===== src/rtl/sec_count_pkg.sv =====
// Shared types and digit limits for the 0-59 seconds counter controller.
package sec_count_pkg;

  typedef enum logic [1:0] {
    IDLE  = 2'd0,
    RUN   = 2'd1,
    PAUSE = 2'd2,
    DONE  = 2'd3
  } state_t;

  localparam logic [3:0] ONES_MAX = 4'd9;
  localparam logic [3:0] TENS_MAX = 4'd5;

endpackage


===== src/rtl/tick_prescaler.sv =====
// Divides clk into a one-cycle tick every TICK_DIV cycles while run is high.
module tick_prescaler #(
  parameter int TICK_DIV = 50_000_000
) (
  input  logic clk,
  input  logic reset,
  input  logic run,
  input  logic zero,
  output logic tick
);

  localparam int W = $clog2(TICK_DIV);
  localparam logic [W-1:0] LAST = W'(TICK_DIV - 1);

  logic [W-1:0] pre;

  assign tick = run & (pre == LAST);

  // Held when run is low so a pause resumes mid-period.
  always_ff @(posedge clk or posedge reset) begin
    if (reset)      pre <= '0;
    else if (zero)  pre <= '0;
    else if (run)   pre <= tick ? '0 : pre + W'(1);
  end

endmodule


===== src/rtl/sec_count_ctrl.sv =====
// Run/pause/clear controller for the mod-60 seconds counter: issues count
// enables, latches direction and detects the 00 / 59 terminal conditions.
module sec_count_ctrl
  import sec_count_pkg::*;
#(
  parameter int   TICK_DIV = 50_000_000,
  parameter logic WRAP     = 1'b1
) (
  input  logic       clk,
  input  logic       reset,
  input  logic       start_stop,
  input  logic       clr,
  input  logic       dir_up,
  input  logic [3:0] ones,
  input  logic [3:0] tens,
  output logic       cnt_en,
  output logic       cnt_up,
  output logic       cnt_clr,
  output logic       running,
  output logic       done,
  output logic       wrap
);

  state_t state, nxt;
  logic   ss_q, ss_rise, dir_lat, done_q;
  logic   tick, run_s, pre_zero;
  logic   at_00, at_01, at_58, at_59;
  logic   down_term, up_term;

  assign ss_rise = start_stop & ~ss_q;
  assign run_s   = (state == RUN);

  tick_prescaler #(.TICK_DIV(TICK_DIV)) u_pre (
    .clk   (clk),
    .reset (reset),
    .run   (run_s),
    .zero  (pre_zero),
    .tick  (tick)
  );

  // Exact compares, so out-of-range digits never match a terminal.
  assign at_00 = (tens == 4'd0)     && (ones == 4'd0);
  assign at_01 = (tens == 4'd0)     && (ones == 4'd1);
  assign at_58 = (tens == TENS_MAX) && (ones == ONES_MAX - 4'd1);
  assign at_59 = (tens == TENS_MAX) && (ones == ONES_MAX);

  assign down_term = ~dir_lat & at_01;
  assign up_term   = dir_lat & ~WRAP & at_58;

  assign cnt_en  = tick & ~clr;
  assign cnt_up  = dir_lat;
  assign cnt_clr = clr;
  assign running = run_s;
  assign done    = done_q;
  assign wrap    = cnt_en & dir_lat & WRAP & at_59;

  always_comb begin
    nxt      = state;
    pre_zero = 1'b0;
    if (clr) begin
      nxt      = IDLE;
      pre_zero = 1'b1;
    end else begin
      case (state)
        IDLE: begin
          // A start that would immediately sit on a terminal is refused.
          if (ss_rise && !(!dir_up && at_00) && !(dir_up && !WRAP && at_59)) begin
            nxt      = RUN;
            pre_zero = 1'b1;
          end
        end
        RUN: begin
          if (cnt_en && (down_term || up_term)) nxt = DONE;
          else if (ss_rise)                     nxt = PAUSE;
        end
        PAUSE:   if (ss_rise) nxt = RUN;
        DONE:    if (ss_rise) nxt = IDLE;
        default: nxt = IDLE;
      endcase
    end
  end

  always_ff @(posedge clk or posedge reset) begin
    if (reset) begin
      state   <= IDLE;
      ss_q    <= 1'b0;
      dir_lat <= 1'b1;
      done_q  <= 1'b0;
    end else begin
      state  <= nxt;
      ss_q   <= start_stop;
      done_q <= (nxt == DONE) && (state != DONE);
      if ((nxt == RUN) && (state != RUN)) dir_lat <= dir_up;
    end
  end

endmodule

===== config.mk =====
export PLATFORM = sky130hd
export DESIGN_NAME = sec_count_ctrl
export DESIGN_NICKNAME = d
export VERILOG_FILES = /design/src/rtl/sec_count_pkg.sv /design/src/rtl/tick_prescaler.sv /design/src/rtl/sec_count_ctrl.sv
export SDC_FILE = /design/constraint.sdc
export NUM_CORES = 1
export LEC_CHECK = 0
export ABC_AREA = 0
export BUFFER_PORTS_ARGS = -buffer_cell sky130_fd_sc_hd__clkbuf_2
export CAP_MARGIN = 30
export CELL_PAD_IN_SITES_DETAIL_PLACEMENT = 1
export CELL_PAD_IN_SITES_GLOBAL_PLACEMENT = 1
export CORE_ASPECT_RATIO = 1.1
export CORE_MARGIN = 4
export CORE_UTILIZATION = 48
export CTS_CLUSTER_DIAMETER = 150
export DETAILED_ROUTE_END_ITERATION = 7
export GPL_ROUTABILITY_DRIVEN = 1
export PLACE_DENSITY_LB_ADDON = 0.1
export SETUP_SLACK_MARGIN = 0.2
export SLEW_MARGIN = 25
export SYNTH_ARGS = -nofsm -noshare
export SYNTH_HDL_FRONTEND = slang
export SYNTH_SLANG_ARGS = --single-unit

===== constraint.sdc =====
create_clock -name clk -period 3.95 [get_ports clk]
set_input_delay 0.395 -clock clk [delete_from_list [all_inputs] [get_ports clk]]
set_output_delay 0.395 -clock clk [all_outputs]
set_load 0.01 [all_outputs]

==> metrics.csv <==
metric,value,unit
final hold violation count,0,
I/O pin cnt,19,
setup tns final,0,ps
routed wire length,4.723,mm
pin count of the biggest net entering global routing,32,
"EDFF count, synth",0,
Antenna Violating Nets Remaining,0,
Overall Global Routing Usage,21.73,%
sw power,158.5,uW
Slew @ Worst Pin,794.7,ps
area grow syn2layout,12.32,%
main flop type after synthesis,dfrtp_1,
DR vias/cell,6.007,
status,finished clean,
RSZ-0062 raised after global routing,false,
worst-path maximum fanout,16,
Cells after Synth,199,
Peak VDD IR,0.1594,mV
RR Startpoint,state[0]$_DFF_PP0_,
Pleak,0.8571,nW
Rows,23,
nets@finish,233,
Clock Skew,4.956,ps
top routing layer in use,met4,
Final HPWL DP,3.432,mm
fmax,0.4086,GHz
sequential power share,50.0,%
clk buf depth,2,
Fill cells,468,
Clock Power Share,42.4,%
CTS root buffer,clkbuf_8,
met2 routed WL,2.493,mm
clock transition at the registers of the reported paths,70,ps
Worst Reg-to-Reg Cells,5,
register area share after synthesis,42.04,%
Multi-input gate area,1012,um2
register area,777.0,um2
share of layout cells above drive strength 1,18.18,%
total clock sinks,31,
Pint,498.9,uW
Port Buffers,18,
CTS tree,yes,
Post-synth ARST share,100.0,%
Reg2Reg Capture Point,u_pre.pre[15]$_DFFE_PP0P_,
first-pass iteration count of the detailed router,4,
initial antenna violation count,0,
placed cells,262,
Die Y,73.08,um
post-route minimum period,2448,ps
DRC violations left,0,
Core ar.,3684,um2
post-CTS sizing,0,
Skew-Pair Late Insertion Delay,290,ps
met1 wire length,2.001,mm
critical setup path kind,flop to flop,
met3 wire length,119,um
total CTS buffers,5,
Avg WL per Cell,17.49,um
share of total power in combinational logic,7.6,%
Max Slew Vio Count,0,
synth warn,0,
pwr dens,316.7,nW/um2
die width,67.16,um
Switching Share,24.11,%
Slew Limit Headroom,46.86,%
worst path arrival time,2660,ps
global-route wire length before repair,7.928,mm
Synth Register Bits,31,
Synth Cell Area,1848,um2
CTS Hold Bufs,0,
setup bufs post-CTS,0,
vias in the first global route,1682,
CP Data Required Time,4170,ps
H-Tree Depth,2,
Tcrit/Tclk final,61.97,%
via count,1622,
routability cong.,0.7872,
startpoint types,flop,
Syn Nets,213,
Overflow after GRT,0,
Hold Crit Class,primary input to async pin,
Iter 0 DRT Violations,70,
reg2reg setup slack,1500,ps
final setup violation count,0,
starting density of the core,50.17,%
Layout Cells excl Fill,270,
Antenna Cells,0,
CP Capture Type,flop,
DIE AREA,4908,um2
Avg Inst Size Synth,9.287,um2
Netlist cell types,41,
max cap viols,0,
==> sequential cells by signal, summed over array words and instances, names as in the netlist <==
register and count:
done 1, cnt_up 1, u_pre.pre 26, state 2
ss_q 1
==> layout make-up <==
cell class	instances	area share [%]
inverters	5	0.9042
well taps	50	3.014
flip-flops and latches	31	37.43
repair buffers	20	5.063
multi-input cells	156	48.76
clock buffers	8	4.822
==> kinds of logic after synthesis <==
family | synth area share [%]
AO/OA/AOI/OAI | 11.24
AND/OR/NAND/NOR | 36.22
adder cells (fa/ha/maj) | 0.6769
flip-flops | 42.04
XOR/XNOR | 6.635
buffers and inverters | 3.182
==> through the flow <==
| step | worst slack, ps | cell area, um2 | hold WS, ps | power [mW] | utilization, % |
|---|---|---|---|---|---|
| 2_1_floorplan | 2056 | 1848 | 426.4 | 0.3653 | - |
| 3_3_place_gp | 1499 | 1976 | 470.3 | 0.3827 | 53.63 |
| 3_5_place_dp | 1342 | 1976 | 487.1 | 0.3851 | 53.63 |
| 4_1_cts | 1492 | 2076 | 172.4 | 0.6647 | 56.35 |
| 5_1_grt | 1225 | 2076 | 218.3 | 0.6834 | 56.35 |
| 6_report | 1502 | 2076 | 162.9 | 0.6574 | 56.35 |
==> per-layer routing <==
| metal | GRT usage, % | up-vias |
|---|---|---|
| met5 | 0 | - |
| met4 | 9.009 | 0 |
| met3 | 4.160 | 13 |
| met2 | 38.86 | 21 |
| met1 | 24.88 | 815 |
| li1 | - | 773 |
==> worst max-delay path by stage <==
stage,slack (ps),end,cells after the start,start
floorplan,2060,u_pre.pre[22]$_DFFE_PP0P_,6,u_pre.pre[0]$_DFFE_PP0P_
global placement,1500,u_pre.pre[18]$_DFFE_PP0P_,6,tens[1]
detailed placement,1340,u_pre.pre[18]$_DFFE_PP0P_,6,tens[1]
CTS,1490,u_pre.pre[15]$_DFFE_PP0P_,5,state[0]$_DFF_PP0_
global route,1220,u_pre.pre[15]$_DFFE_PP0P_,5,state[0]$_DFF_PP0_
finish,1500,u_pre.pre[15]$_DFFE_PP0P_,5,state[0]$_DFF_PP0_
==> worst max-delay path, cell delays in order (launching register included) <==
cell and delay, ps:
dfrtp_1 450, nor2_1 390, nand4_1 710, nand2_1 520
o21ai_0 160, a21oi_1 140
==> cell usage after synthesis (all sizes together) (2+ instances only) <==
| cell type | count | share of area, % |
|---|---|---|
| a21oi | 10 | 3.5 |
| a32o | 2 | 1.1 |
| a32oi | 2 | 0.95 |
| and4 | 3 | 1.4 |
| buf | 5 | 1.8 |
| clkbuf | 2 | 0.41 |
| dfrtp | 30 | 41 |
| inv | 5 | 1.0 |
| nand2 | 14 | 2.8 |
| nand2b | 2 | 0.68 |
| nand3 | 15 | 4.1 |
| nand3b | 2 | 0.81 |
| nand4 | 19 | 9.1 |
| nor2 | 27 | 5.5 |
| nor2b | 2 | 0.68 |
| nor3 | 8 | 2.2 |
| nor4 | 5 | 3.3 |
| o21ai | 9 | 2.4 |
| o31ai | 3 | 2.0 |
| or3 | 8 | 2.7 |
| or4 | 2 | 1.0 |
| xnor2 | 2 | 0.95 |
| xor2 | 12 | 5.7 |
==> power groups by stage <==
stage          logic (mW)  clock network, mW  registers [mW]
2_1_floorplan      0.0308                  0           0.334
3_3_place_gp       0.0483                  0           0.334
3_5_place_dp       0.0505                  0           0.335
4_1_cts            0.0509              0.285           0.329
5_1_grt            0.0561              0.298           0.329
6_report           0.0500              0.278           0.329
==> placed cells by master, fill, tap and decap left out, types with 2 or more instances in the layout <==
cell type,n
dfrtp_1,30
nor2_1,27
clkbuf_2,18
nand3_1,15
nand4_1,14
nand2_1,14
xor2_1,12
o21ai_0,9
nor3_1,8
or3_1,8
a21oi_1,8
clkbuf_8,7
inv_1,5
nor4_1,3
and4_1,3
nand4_2,3
nand2b_1,2
nor2b_1,2
nand4_4,2
nor4_4,2
xnor2_1,2
a32o_1,2
o31ai_1,2
a32oi_1,2
nand3b_1,2
buf_4,2
(Power assumes the default switching activity.)
